<file path="src/rtl/vc_packet_arbiter.sv">
// Packet-locked round-robin read arbiter over NUM_VCS first-word-fall-through VC FIFOs.
// Optional header length check and clamp enabled by defining VC_PKT_ARB_LEN_CHECK_EN.
module vc_packet_arbiter #(
  parameter int NUM_VCS      = 2,
  parameter int MAX_PKT_LEN  = 130,
  parameter int LENGTH_WIDTH = $clog2(MAX_PKT_LEN + 1),
  parameter int DATA_W       = 32,
  localparam int VC_W        = $clog2(NUM_VCS)
) (
  input  logic                             clk,
  input  logic                             rst,
  input  logic [NUM_VCS-1:0]               vc_valid,
  input  logic [NUM_VCS-1:0][DATA_W-1:0]   vc_rdata,
  output logic [NUM_VCS-1:0]               vc_ren,
  input  logic                             out_ready,
  output logic                             out_valid,
  output logic [DATA_W-1:0]                out_flit,
  output logic                             out_sop,
  output logic                             out_eop,
  output logic [VC_W-1:0]                  active_vc,
  output logic                             locked,
  output logic                             len_err
);

  localparam logic [0:0] IDLE = 1'b0;
  localparam logic [0:0] BODY = 1'b1;

  localparam logic [3:0] FMT_SHORT_READ  = 4'h0;
  localparam logic [3:0] FMT_SHORT_WRITE = 4'h1;
  localparam logic [3:0] FMT_LONG_READ   = 4'h2;
  localparam logic [3:0] FMT_LONG_WRITE  = 4'h3;

  logic [0:0]              state;
  logic [VC_W-1:0]         rr_ptr;
  logic [VC_W-1:0]         lock_vc;
  logic [LENGTH_WIDTH-1:0] remaining;
  logic [VC_W-1:0]         pick;
  logic                    any;
  logic [VC_W-1:0]         idx;
  logic [LENGTH_WIDTH-1:0] total;
  logic [LENGTH_WIDTH-1:0] body_len;
  logic                    xfer;

  function automatic logic [LENGTH_WIDTH-1:0] decode_total(input logic [3:0] fmt,
                                                           input logic [6:0] len);
    logic [LENGTH_WIDTH-1:0] t;
    case (fmt)
      FMT_SHORT_READ, FMT_SHORT_WRITE: t = LENGTH_WIDTH'(1) + LENGTH_WIDTH'(len[3:0]);
      FMT_LONG_READ, FMT_LONG_WRITE:   t = LENGTH_WIDTH'(2) + LENGTH_WIDTH'(len);
      default:                         t = LENGTH_WIDTH'(1) + LENGTH_WIDTH'(len);
    endcase
    return t;
  endfunction

  function automatic logic [VC_W-1:0] next_vc(input logic [VC_W-1:0] v);
    return (int'(v) == NUM_VCS - 1) ? '0 : v + 1'b1;
  endfunction

  // Scan downward so the valid VC closest to rr_ptr (with wrap) wins.
  always_comb begin
    pick = rr_ptr;
    any  = 1'b0;
    idx  = '0;
    for (int i = NUM_VCS - 1; i >= 0; i--) begin
      idx = VC_W'((int'(rr_ptr) + i) % NUM_VCS);
      if (vc_valid[idx]) begin
        pick = idx;
        any  = 1'b1;
      end
    end
  end

  always_comb begin
    if (state == BODY) begin
      active_vc = lock_vc;
      out_valid = vc_valid[lock_vc];
    end else begin
      active_vc = pick;
      out_valid = any;
    end
  end

  assign out_flit = vc_rdata[active_vc];
  assign total    = decode_total(out_flit[31:28], out_flit[6:0]);
  assign out_sop  = (state == IDLE) && out_valid;
  assign out_eop  = (state == BODY) ? (remaining == LENGTH_WIDTH'(1))
                                    : (out_valid && total == LENGTH_WIDTH'(1));
  assign xfer     = out_valid && out_ready;
  assign locked   = (state == BODY);

  always_comb begin
    for (int i = 0; i < NUM_VCS; i++) begin
      vc_ren[i] = xfer && (active_vc == VC_W'(i));
    end
  end

`ifdef VC_PKT_ARB_LEN_CHECK_EN
  logic over;
  logic len_err_r;

  function automatic logic [LENGTH_WIDTH-1:0] sat_len(input logic [LENGTH_WIDTH-1:0] t);
    return (t > LENGTH_WIDTH'(MAX_PKT_LEN)) ? LENGTH_WIDTH'(MAX_PKT_LEN) : t;
  endfunction

  assign over     = total > LENGTH_WIDTH'(MAX_PKT_LEN);
  assign body_len = sat_len(total) - LENGTH_WIDTH'(1);
  assign len_err  = len_err_r;

  always_ff @(posedge clk) begin
    if (rst) len_err_r <= 1'b0;
    else     len_err_r <= xfer && (state == IDLE) && over;
  end
`else
  assign body_len = total - LENGTH_WIDTH'(1);
  assign len_err  = 1'b0;
`endif

  // Header in IDLE either closes a 1-flit packet or locks; BODY counts down to the boundary.
  always_ff @(posedge clk) begin
    if (rst) begin
      state     <= IDLE;
      rr_ptr    <= '0;
      lock_vc   <= '0;
      remaining <= '0;
    end else if (xfer) begin
      if (state == IDLE) begin
        if (total == LENGTH_WIDTH'(1)) begin
          rr_ptr <= next_vc(active_vc);
        end else begin
          state     <= BODY;
          lock_vc   <= active_vc;
          remaining <= body_len;
        end
      end else begin
        remaining <= remaining - LENGTH_WIDTH'(1);
        if (remaining == LENGTH_WIDTH'(1)) begin
          state  <= IDLE;
          rr_ptr <= next_vc(lock_vc);
        end
      end
    end
  end

endmodule

</file>
<file path="config.mk">
export PLATFORM = sky130hd
export DESIGN_NAME = vc_packet_arbiter
export DESIGN_NICKNAME = d
export VERILOG_FILES = /design/src/rtl/vc_packet_arbiter.sv
export SDC_FILE = /design/constraint.sdc
export NUM_CORES = 1
export LEC_CHECK = 0
export CAP_MARGIN = 20
export CORE_ASPECT_RATIO = 1.25
export CORE_MARGIN = 2
export CORE_UTILIZATION = 36
export DETAILED_ROUTE_END_ITERATION = 6
export GPL_ROUTABILITY_DRIVEN = 0
export PLACE_DENSITY = 0.79
export SLEW_MARGIN = 20
export SYNTH_ARGS = -nofsm -noshare
export SYNTH_HDL_FRONTEND = slang
export SYNTH_SLANG_ARGS = --single-unit
</file>
<file path="constraint.sdc">
create_clock -name clk -period 2.7 [get_ports clk]
set_clock_uncertainty 0.15 [all_clocks]
set_input_delay 0.27 -clock clk [delete_from_list [all_inputs] [get_ports clk]]
set_output_delay 0.27 -clock clk [all_outputs]
set_load 0.005 [all_outputs]
</file>
==> summary.md, run 1 <==
| Metric | Value |
|---|---|
| First-pass GRT wire length | `13.5 mm` |
| Synthesized Nets | `roughly 370` |
| Crit path time final | `approximately 3.1 ns` |
| Crit-path max FO | `6` |
| Max-slew violation count | `0` |
| Post-synth top area share | `0.159` |
| Via count | `3010` |
| Yosys warns | `0` |
| Nets | `551` |
| FP Rows | `29` |
| Post-DP HPWL | `6.15 mm` |
| Clock Tree Buf Depth | `2` |
| Max Cap Viol | `0` |
| Antenna violations before repair | `0` |
| CTS H-tree lvls | `1` |
| CTS Buf Count | `3` |
| DRC viols | `0` |
| Arrival time worst endpoint | `3.08 ns` |
| Failing checks | `negative setup slack` |
| TritonCTS Sinks | `11` |
| CTS tree | `yes` |
| DRC marker count from the first detailed-route iteration | `roughly 190` |
| Starting Density | `0.376` |
| Mapped Cells | `approximately 290` |
| Post-CTS Hold Buffers | `0` |
| GRT Residual Overflow | `0` |
| Area leader, netlist | `nand2_1` |
| Synth-to-Final Area Change | `106%` |
| Sequential element share of the synthesized area | `0.114` |
| Later-pin clock latency in the skew report | `approximately 0.25 ns` |
| Worst-path clk slew | `0.05 ns` |
| Layout cells sized above 1 | `0.356` |
| EDFF count, synth | `0` |
| Status | `finished with violations` |
| Synth top cells by count | `82 x nand2_1, 19 x a21oi_1, 19 x nor2_1` |
| N_diodes | `0` |
| Pwr Density | `331 mW/mm2` |
| Fmax | `322 MHz` |
| Fill count | `346` |
| Critical Path RT | `around 2.7 ns` |
| Final period utilization | `1.15` |
| Die Area | `around 0.0060 mm2` |
| CP Capture Type | `flop` |
| Ys async rst share | `0` |
| Die H | `~86 um` |
| Post-Synthesis Cell Area | `between 0.0015 and 0.002 mm2` |
| Slowest cell delay on critical path | `0.55 ns` |
| Drt via density | `5.58` |
| Fin. Hold Viols | `0` |
| Critical path's most frequent cell | `buf_4` |
| # setup viols final | `12` |
| Most common cell in the netlist | `nand2_1` |
| CP Launch Type | `primary input` |
| Detailed Routing Iterations Pass 1 | `4` |
| Total track usage | `0.269` |
| RSZ-0062 raised after global routing | `true` |
| Seq. cell area | `229 um2` |
| Clock Root Buffer | `clkbuf_8` |
| Top cells by area, synth | `nand2_1 16%, dfxtp_1 11%, a21oi_1 4.9%, mux2_2 4.6%, nor2_1 3.7%` |
| Top_reg_cell synth | `dfxtp_1` |
| Port Buffers | `107` |
| Die Wd | `69.7 um` |
| Critical path type | `in -> reg` |
| Setup WS pre-CTS | `-0.852 ns` |
| Total Wirelength | `between 9 and 10 mm` |
| # IOs | `109` |
| Final worst slack | `-0.401 ns` |
| Worst path slowest cell | `or4_1` |
| Largest net degree at the start of global routing | `29` |
| Worst-Margin Slew | `about 0.64 ns` |
| Standby leakage power | `around 0.0018 uW` |
| Hold WC Path Type | `reg -> reg` |
| Syn_area_per_cell | `6.60 um2` |
| Vias in the first global route | `about 3k` |
| Slew margin rel. | `0.570` |
| Multi-input combinational cell area | `0.00187 mm2` |
| DRT antenna net count | `0` |
| CP cell instances | `clkdlybuf4s15_1 -> buf_6 -> nand2_2 -> buf_4 -> a21oi_2 -> o41ai_4 -> o21ai_2 -> or4_1 -> nand3_2 -> buf_4 -> a31oi_1 -> or3_1 -> a41o_1` |
| CORE AREA | `0.00515 mm2` |
| Worst VDD drop | `0.358 mV` |
| Register bit total from synthesis | `11` |
| Setup TNS | `-2.55 ns` |
| Average wire per cell in the routed design | `around 17 um` |
| Post-synth cell types | `65` |
-- worst max-delay path, delay by kind of cell --
| kind | cells | cell delay, ns |
|---|---|---|
| buffers and inverters | 4 | 0.72 |
| AOI/OAI and AO/OA | 5 | 0.91 |
| and+or+nand+nor | 4 | 1.18 |
-- registers in the layout (all words and copies together), names as in the netlist --
register / flops
locked: 1
lock_vc: 1
rr_ptr: 1
remaining: 8
-- area by class of cell --
type / count / share of cell area
Multi-Input combinational cell: 256 / 0.466
Timing Repair Buffer: 194 / 0.435
Sequential cell: 11 / 0.0572
Tap cell: 62 / 0.0194
Inverter: 12 / 0.0113
Clock buffer: 3 / 0.0103
Clock inverter: 1 / 0.00125
-- final timing paths --
check | from | to | slack (ns) | cells after the start
setup / recovery | vc_valid[0] | remaining[6]$_SDFFE_PP0P_ | -0.40 | 13
hold / removal | remaining[5]$_SDFFE_PP0P_ | remaining[5]$_SDFFE_PP0P_ | 0.36 | 2
setup reg to reg | rr_ptr$_SDFFE_PP0P_ | remaining[6]$_SDFFE_PP0P_ | -0.36 | 12
hold reg to reg | remaining[5]$_SDFFE_PP0P_ | remaining[5]$_SDFFE_PP0P_ | 0.36 | 2
-- cells in the final DEF, fill, tap and decap left out, drive strengths merged, types with 8 or more instances in the layout --
master         instances
nand3                 11
dfxtp                 11
nand2                 83
nor2                  20
a21oi                 19
mux2                   8
inv                   12
clkdlybuf4s50         97
nand2b                 9
o21ai                 13
buf                   88
-- power breakdown --
group,switching [uW],internal (uW)
Clock,70.8,102
Sequential,21.1,179
Combinational,423,527
-- per-layer routing --
| layer | vias up | part of all wire | GRT usage |
|---|---|---|---|
| met5 | - | 0 | 0 |
| met4 | 0 | 0.048 | 0.114 |
| li1 | 1415 | - | - |
| met3 | 44 | 0.055 | 0.0341 |
| met2 | 136 | 0.52 | 0.500 |
| met1 | 1415 | 0.37 | 0.308 |
-- stage by stage --
stage,util,hold WS [ns],total power [uW],instance area [um2],cells
floorplan,-,0.295,591,1990,294
global placement,0.702,0.342,1010,3620,522
detailed placement,0.702,0.354,1020,3620,522
CTS,0.741,0.359,1230,3820,533
global route,0.777,0.374,1400,4000,539
finish,0.777,0.362,1320,4000,539
-- cell families (layout without fill, tap and decap cells) --
logic type                 after synthesis  count (layout)  synth area share
AOI/OAI and AO/OA                       70              70             0.281
xor gates and xnor gates                 6               6            0.0342
adders and majority gates                4               4            0.0258
buffers and inverters                   27             210            0.0619
DFF                                     11              11             0.114
muxes                                   13              13            0.0787
other                                    1               1           0.00193
and+or+nand+nor                        162             162             0.403
-- what timing repair did --
action | 4_1_cts | 5_1_grt
buffers inserted | 8 | 6
pin swaps | 19 | 23
hold endpoints to repair | 0 | 0
resized for setup | 45 | 28
endpoints found under the setup margin | 46 | 31
(Power assumes the default switching activity.)
==> run 2, diff against run 1 <==
--- a/config.mk
+++ b/config.mk
@@ -12,6 +12,7 @@
 export DETAILED_ROUTE_END_ITERATION = 6
 export GPL_ROUTABILITY_DRIVEN = 0
 export PLACE_DENSITY = 0.79
+export SKIP_CTS_REPAIR_TIMING = 1
 export SLEW_MARGIN = 20
 export SYNTH_ARGS = -nofsm -noshare
 export SYNTH_HDL_FRONTEND = slang
==> run 2 against run 1 <==
- the run still ends with negative setup slack left
- highest routed layer unchanged
- register-to-register slack improved by 0.03 ns
- via count hardly changed
- maximum frequency is 0.71% higher
- critical path type is now reg -> out
- combinational power shrank 0.8%
- non-clock buffer count stayed put
- total power fell by 0.57%
- clock power about the same
==> summary.md, run 2 (synthesis gave the netlist of run 1 again) <==
| Metric | Value |
|---|---|
| Die H | `86.1 um (unchanged)` |
| Worst VDD drop | `0.396 mV (+11%)` |
| TritonCTS Sinks | `11 (unchanged)` |
| Post-DP HPWL | `6.15 mm (unchanged)` |
| GRT Residual Overflow | `0 (unchanged)` |
| Slew margin rel. | `0.559 (-0.0110)` |
| Critical R2R Capture | `lock_vc$_SDFFE_PP0P_` |
| Standby leakage power | `0.00183 uW (+3.1%)` |
| Largest net degree at the start of global routing | `29 (unchanged)` |
| Final worst slack | `-0.379 ns (+0.0220 ns)` |
| Starting Density | `0.376 (unchanged)` |
| Die Wd | `69.7 um (unchanged)` |
| First-pass GRT wire length | `12.3 mm (-8.4%)` |
| Crit path time final | `3.08 ns (-0.0220 ns)` |
| Total Wirelength | `9.43 mm (+1.2%)` |
| R2r worst-path depth | `11 (-1)` |
| CP Launch Type | `flop` |
| N_diodes | `0 (unchanged)` |
| Detailed Routing Iterations Pass 1 | `5 (+1)` |
| Arrival time worst endpoint | `2.66 ns (-0.42 ns)` |
| Hold Startpoint | `remaining[5]$_SDFFE_PP0P_` |
| WHS Path Cells | `2 (unchanged)` |
| Port Buffers | `107 (unchanged)` |
| Drt via density | `5.58 (about the same)` |
| Synth-to-Final Area Change | `107% (about the same)` |
| Critical path type | `reg -> out` |
| Reg2Reg Setup Slack | `-0.33 ns (+0.03 ns)` |
| Average wire per cell in the routed design | `17.5 um (+1.2%)` |
| CP Capture Type | `output port` |
| Crit-path max FO | `5 (-1)` |
| Leading cell type in the layout, fill and taps excluded | `clkdlybuf4s50_1` |
| CTS H-tree lvls | `1 (unchanged)` |
| Slowest cell delay on critical path | `0.35 ns (-0.20 ns)` |
| CP cell instances | `mux2_4 -> a22oi_2 -> o41a_1 -> inv_2 -> buf_6 -> a211o_1 -> a21o_1 -> nand3_4 -> nand4b_4 -> o21ai_2 -> buf_2` |
| DRC viols | `0 (unchanged)` |
| Hold WC Path Type | `reg -> reg` |
| Max-slew violation count | `0 (unchanged)` |
| Layout cells sized above 1 | `0.340 (-0.0168)` |
| Max reg flops | `8 (unchanged)` |
| Clock Tree Buf Depth | `2 (unchanged)` |
| FP Rows | `29 (unchanged)` |
| Placed inst area | `0.00362 mm2 (unchanged)` |
| Vias in the first global route | `2685 (-9.1%)` |
| Max Cap Viol | `0 (unchanged)` |
| CTS tree | `yes` |
| Commonest cells after routing, fill and taps aside | `98 x clkdlybuf4s50_1, 81 x nand2_1, 76 x buf_4, 18 x nor2_1, 13 x a21oi_1` |
| Pwr Density | `329 mW/mm2 (-0.61%)` |
| Worst-Margin Slew | `0.659 ns (+0.0165 ns)` |
| Largest Register | `remaining` |
| DRT antenna net count | `0 (unchanged)` |
| # IOs | `109 (unchanged)` |
| CTS Buf Count | `3 (unchanged)` |
| CORE AREA | `0.00515 mm2 (unchanged)` |
| Nets | `551 (unchanged)` |
| Setup WS pre-CTS | `-0.852 ns (unchanged)` |
| Worst-path clk slew | `0.05 ns (about the same)` |
| Failing checks | `negative setup slack` |
| Status | `finished with violations` |
| DRC marker count from the first detailed-route iteration | `235 (+22%)` |
| Via count | `3009 (-0.033%)` |
| R2r startpoint | `rr_ptr$_SDFFE_PP0P_` |
| Final period utilization | `1.14 (-0.00815)` |
| # setup viols final | `12 (unchanged)` |
| Later-pin clock latency in the skew report | `0.25 ns (about the same)` |
| Total track usage | `0.244 (-0.0252)` |
| Critical Path RT | `2.28 ns (-0.40 ns)` |
| Hold Path Sink | `remaining[5]$_SDFFE_PP0P_` |
| Fmax | `325 MHz (+0.71%)` |
| RSZ-0062 raised after global routing | `true` |
| Antenna violations before repair | `0 (unchanged)` |
| Fill count | `343 (-0.87%)` |
| Post-Layout Inst Area | `0.00401 mm2 (about the same)` |
| Fin. Hold Viols | `0 (unchanged)` |
| Worst hold slack | `0.357 ns (-0.00418 ns)` |
| Die Area | `0.00599 mm2 (unchanged)` |
| Worst path slowest cell | `dfxtp_2` |
| Clock Root Buffer | `clkbuf_8` |
-- run 2: changes by cell type in the layout (fill, tap and decap cells not counted), moves of 3 or more --
cell,before,now
dlymetal6s2s_1,0,8
dlygate4sd2_1,7,0
buf_4,79,76
buf_6,8,11
-- run 2: cell type report --
class	instances	area [um2]	area share
multi-input cells	256	1830	0.457
repair buffers	194	1780	0.445
flip-flops and latches	11	226	0.0565
well taps	62	77.6	0.0194
inverters	12	45.0	0.0112
clock buffers	3	41.3	0.0103
clock inverters	1	5.00	0.00125
-- run 2: routing by layer --
metal	vias up	global-route usage	wire length, um
met2	137	0.453	4920
met5	-	0	0
met1	1431	0.302	3650
li1	1412	-	-
met4	0	0.0594	289
met3	29	0.0223	562
-- run 2: worst max-delay path by stage --
stage | from | endpoint | depth (start not counted)
2_1_floorplan | lock_vc$_SDFFE_PP0P_ | rr_ptr$_SDFFE_PP0P_ | 12
3_3_place_gp | vc_valid[0] | out_eop | 11
3_5_place_dp | vc_valid[0] | out_eop | 11
4_1_cts | vc_valid[0] | out_eop | 11
5_1_grt | lock_vc$_SDFFE_PP0P_ | out_eop | 11
6_report | lock_vc$_SDFFE_PP0P_ | out_eop | 11
-- run 2: power by group --
group | internal, uW | leakage [uW] | switching, uW
sequential | 179 | 0.0000916 | 21.1
clock | 102 | 0.0000255 | 71.7
combinational | 522 | 0.00172 | 420
total | 803 | 0.00183 | 513
-- run 2: metrics by stage --
step / power, uW / setup TNS, ns / utilization / std cells
floorplan: 591 / -0.569 / - / 294
global placement: 1010 / -11.21 / 0.702 / 522
detailed placement: 1020 / -13.76 / 0.702 / 522
CTS: 1200 / -11.76 / 0.711 / 526
global route: 1390 / -3.67 / 0.777 / 539
finish: 1320 / -2.63 / 0.777 / 539
-- run 2: critical path: cells and delay by family, from the launching register on --
family | cells | cell delay (ns)
compound gates | 5 | 1.11
mux | 1 | 0.31
simple gates | 2 | 0.25
flops | 1 | 0.35
buf+inv | 3 | 0.39
==> variant 1: new RTL, config.mk and constraints of run 2 <==
Build with the macro `VC_PKT_ARB_LEN_CHECK_EN` defined.
--- a/src/rtl/vc_packet_arbiter.sv
+++ b/src/rtl/vc_packet_arbiter.sv
@@ -1,5 +1,7 @@
 // Packet-locked round-robin read arbiter over NUM_VCS first-word-fall-through VC FIFOs.
 // Optional header length check and clamp enabled by defining VC_PKT_ARB_LEN_CHECK_EN.
+`define VC_PKT_ARB_LEN_CHECK_EN
+
 module vc_packet_arbiter #(
   parameter int NUM_VCS      = 2,
   parameter int MAX_PKT_LEN  = 130,
Behaviour: no difference found for any inputs over 10 cycles, from zero or initial values and one cycle with rst high; that may be too few to reach the edited logic, so the function may still have changed.
==> variant 1 against run 2 <==
The flow still finishes with violations (setup timing). Cell area increased by 11%. Sequential share of layout area decreased by 0.19 points. Area after synthesis increased by 16%. Critical path depth up 5. Sequential cell count is 1 higher. Power increased by 3.8%. Routed wire length is 7.5% higher. Setup slack lost 0.57 ns. Critical path type is now reg2reg. Critical endpoint is now remaining[6]. Largest cell class unchanged. Largest power group unchanged.
==> variant 1: results (changes against run 2) <==
[grt]
grt_pass1_wl_mm=14.9  ; +21%
use_met2_pct=47.6  ; +2.4 points
track_usage_pct=26.7  ; +2.3 points
grt_util_met3_pct=3.16  ; +0.92 points
grt_pass1_vias=3296  ; +23%

[synth]
postSynthCellCount=353  ; +20%
syn_nets=427  ; +16%
ys_seq_area_share_pct=10.7  ; -0.66 points
synth_top_cells_by_count=115 x nand2_1, 25 x nor2_1, 18 x a21oi_1
synthTopCellsByArea=nand2_1 19%, dfxtp_1 11%, nor2_1 4.2%, a21oi_1 4.0%, o21ai_0 3.6%
synth_cell_types=78  ; +20%

[final_layout]
nets=627  ; +14%
drive_above_1_share_pct=31.0  ; -3.0 points
layout.area.seq_um2=243  ; +7.2%
final_cell_count_no_fill=637  ; +18%
fillCellCount=481  ; +40%

[timing]
setup_viol=15  ; +3
slew-limit-headroom_pct=49.2  ; -6.7 points
holdWs_ns=0.330  ; -0.0270 ns
finalSetupTns_ns=-9.09  ; -6.45 ns
postLayoutSetupSlackWorst_ns=-0.954  ; -0.575 ns

[placement]
placedCellCount=619  ; +19%
placed_area_mm2=0.00412  ; +14%
hpwl_mm=7.36  ; +20%
numPortBuffers=108  ; +0.93%
pre_cts_slack_ns=-1.45  ; -0.601 ns

[critical_path]
arrival_ns=3.67  ; +1.01 ns
cp_slowest_cell=dfxtp_1
reg2reg_to=remaining[6]
rr_startpoint=lock_vc
max_stage_delay_ns=0.39  ; +0.04 ns

[pwr]
vdd.ir_drop.worst_mv=0.413  ; +4.4%
p_clk_share_pct=15.0  ; +1.8 points
leakagePower_nw=1.99  ; +8.4%
switchingPower_w=0.000521  ; +1.7%

[outcome]
violations=setup timing
outcome=complete, but fails checks

[route]
met3_length_um=714  ; +27%
drt_first_iter_violations=399  ; +70%
drt-met1-wl_mm=3.91  ; +7.1%
met2_length_mm=5.15  ; +4.6%

variant 1: cell types whose count changed in the layout (fill, tap and decap cells not counted), sizes merged, moves of 4 or more:
cell | before | now
nand2 | 83 | 115
nand2b | 9 | 4
o21ai | 13 | 20
o21bai | 0 | 4
nor2 | 20 | 26
o2111ai | 0 | 4
xnor2 | 3 | 7
buf | 88 | 103
clkdlybuf4s50 | 98 | 103
mux2 | 8 | 2
variant 1: how the worst max path moves through the flow:
stage                startpoint           end  slack, ns
finish                  lock_vc  remaining[6]      -0.95
global route            lock_vc  remaining[6]      -1.10
CTS                 vc_valid[0]       out_eop      -1.42
detailed placement  vc_valid[0]  remaining[6]      -1.45
global placement    vc_valid[0]       out_eop      -1.33
floorplan                rr_ptr  remaining[4]      -1.12
variant 1: power groups by stage:
| stage | sequential, W | combinational (W) | clock, W |
|---|---|---|---|
| floorplan | 0.000209 | 0.000421 | 0 |
| global placement | 0.000214 | 0.000833 | 0 |
| detailed placement | 0.000214 | 0.000849 | 0 |
| CTS | 0.000211 | 0.000856 | 0.000203 |
| global route | 0.000215 | 0.00103 | 0.000208 |
| finish | 0.000213 | 0.000949 | 0.000205 |
variant 1: cell type report:
| cell class | count | share of cell area [%] |
|---|---|---|
| multi-input cells | 312 | 47.5 |
| repair buffers | 211 | 42.2 |
| flip-flops and latches | 12 | 5.46 |
| well taps | 85 | 2.39 |
| inverters | 13 | 1.27 |
| clock buffers | 4 | 1.24 |
variant 1: critical path: cells and delay by family (launching register included):
family,cells,cell delay (ns)
compound gates,8,1.73
xor+xnor,1,0.17
fa+ha+maj,2,0.39
flops,1,0.39
mux,1,0.27
simple gates,4,0.45
variant 1: cell families after synthesis:
group	synth area share (%)
flops	10.7
buf+inv	5.85
mux	5.12
compound gates	32.3
simple gates	40.1
xor+xnor	3.12
fa+ha+maj	2.78
==> variant 2: new RTL, flow settings as in run 2 <==
Made on the original files. The parameter `NUM_VCS` goes from 2 to 4.
--- a/src/rtl/vc_packet_arbiter.sv
+++ b/src/rtl/vc_packet_arbiter.sv
@@ -1,7 +1,7 @@
 // Packet-locked round-robin read arbiter over NUM_VCS first-word-fall-through VC FIFOs.
 // Optional header length check and clamp enabled by defining VC_PKT_ARB_LEN_CHECK_EN.
 module vc_packet_arbiter #(
-  parameter int NUM_VCS      = 2,
+  parameter int NUM_VCS      = 4,
   parameter int MAX_PKT_LEN  = 130,
   parameter int LENGTH_WIDTH = $clog2(MAX_PKT_LEN + 1),
   parameter int DATA_W       = 32,
Interface: changed (resized active_vc, vc_rdata, vc_ren and vc_valid); port bits go from 109 to 178. The function was not compared with the original's and may differ.
==> variant 2 against run 2 <==
The run still ends with setup timing left. Area after synthesis rose by 65%. Setup slack got worse by 0.63 ns. Die area up 61%. Power up 83%. Final cell count rose by 61%. Routed wire length increased by 85%. Sequential cell count up 2. Synthesized cell count up 62%. Combinational power grew 110%. Cell area up 56%. Critical endpoint is now remaining[7].
==> variant 2: results (changes against run 2) <==
[outcome]
outcome=complete, but fails checks
violations=setup timing

[synth]
syn_nets=619  ; +69%
synth_fa_ha_area_share_pct=3.53  ; +0.95 points
synth_top_cells_by_count=118 x nand2_1, 39 x and3_1, 26 x a31oi_1
synth_compound_area_share_pct=30.7  ; +2.6 points
synth_xor_area_share_pct=3.02  ; -0.40 points
synthMuxAreaShare_pct=12.7  ; +4.8 points
ys_seq_area_share_pct=8.15  ; -3.2 points
synthTopCellsByArea=nand2_1 14%, dfxtp_1 8.2%, and3_1 7.6%, mux2i_1 6.0%, a31oi_1 5.1%

[placement]
hpwl_mm=12.2  ; +99%
placedCellCount=843  ; +61%

[final_layout]
clk_share_pct=0.741  ; -0.41 points
fillCellCount=660  ; +92%
final_cell_count_no_fill=866  ; +61%
drive_above_1_share_pct=27.3  ; -6.6 points
nNonClkBuffers=300  ; +55%
multiInputCombCellCount=406  ; +59%
nonClkBufAreaFrac_pct=44.7  ; +0.22 points
multi_input_area_share_pct=46.4  ; +0.76 points
layout.area.seq_um2=265  ; +17%
nets=891  ; +62%
n_all_inverters=23  ; +11

[critical_path]
reg2reg_to=remaining[7]
setup.worst_path.start=rr_ptr[0]
cp_slowest_cell=a2111oi_4
reg2regPathDepth=14  ; +3
crit_type=reg2reg
max_stage_delay_ns=0.45  ; +0.10 ns
path_max_fanout=6  ; +1

[timing]
worst-slew-pin-transition_ns=0.705  ; +0.0455 ns
holdWs_ns=0.408  ; +0.0508 ns
finalSetupTns_ns=-21.79  ; -19.15 ns
setup_viol=48  ; +36
postLayoutSetupSlackWorst_ns=-1.01  ; -0.627 ns

[grt]
use_met2_pct=55.0  ; +9.8 points
use_met1_pct=32.5  ; +2.3 points
grt_max_degree=29  ; unchanged
grt_pass1_vias=4753  ; +77%
grt_util_met3_pct=3.60  ; +1.4 points
grt_pass1_wl_mm=22.7  ; +84%
track_usage_pct=29.7  ; +5.3 points

[pwr]
vdd.ir_drop.worst_mv=0.464  ; +17%
leakagePower_nw=2.83  ; +54%
switchingPower_w=0.00105  ; +110%

[route]
met2_length_mm=8.68  ; +76%
via_per_inst=6.01  ; +7.6%
first_pass_iters=6  ; +1
wl_mm=17.4  ; +85%
drt_first_iter_violations=496  ; +110%
met3_length_mm=1.66  ; +200%

[worst_hold_path]
hold_depth=2  ; unchanged
worstHoldStart=remaining[4]
hold_end=remaining[4]

[cts]
cts.sinks=13  ; +2

[variant 2: changes by cell type after synthesis, sizes merged, moves of 13 or more]
| cell | delta |
|---|---|
| and3 | +33 |
| mux2i | +14 |
| a31oi | +24 |
| buf | +13 |
| o211ai | +16 |
| nand2 | +35 |
[variant 2: per-stage QoR]
stage / setup slack (ns) / instance area [um2]
3_3_place_gp: -1.47 / 5810
3_5_place_dp: -1.56 / 5810
5_1_grt: -1.12 / 6250
6_report: -1.01 / 6250
2_1_floorplan: -0.523 / 3280
4_1_cts: -1.60 / 5860
[variant 2: power by group through the flow]
stage / clock, W / sequential (W) / combinational [W]
floorplan: 0 / 0.000246 / 0.000883
global placement: 0 / 0.000247 / 0.00170
detailed placement: 0 / 0.000250 / 0.00174
CTS: 0.000179 / 0.000247 / 0.00176
global route: 0.000189 / 0.000251 / 0.00209
finish: 0.000181 / 0.000249 / 0.00198
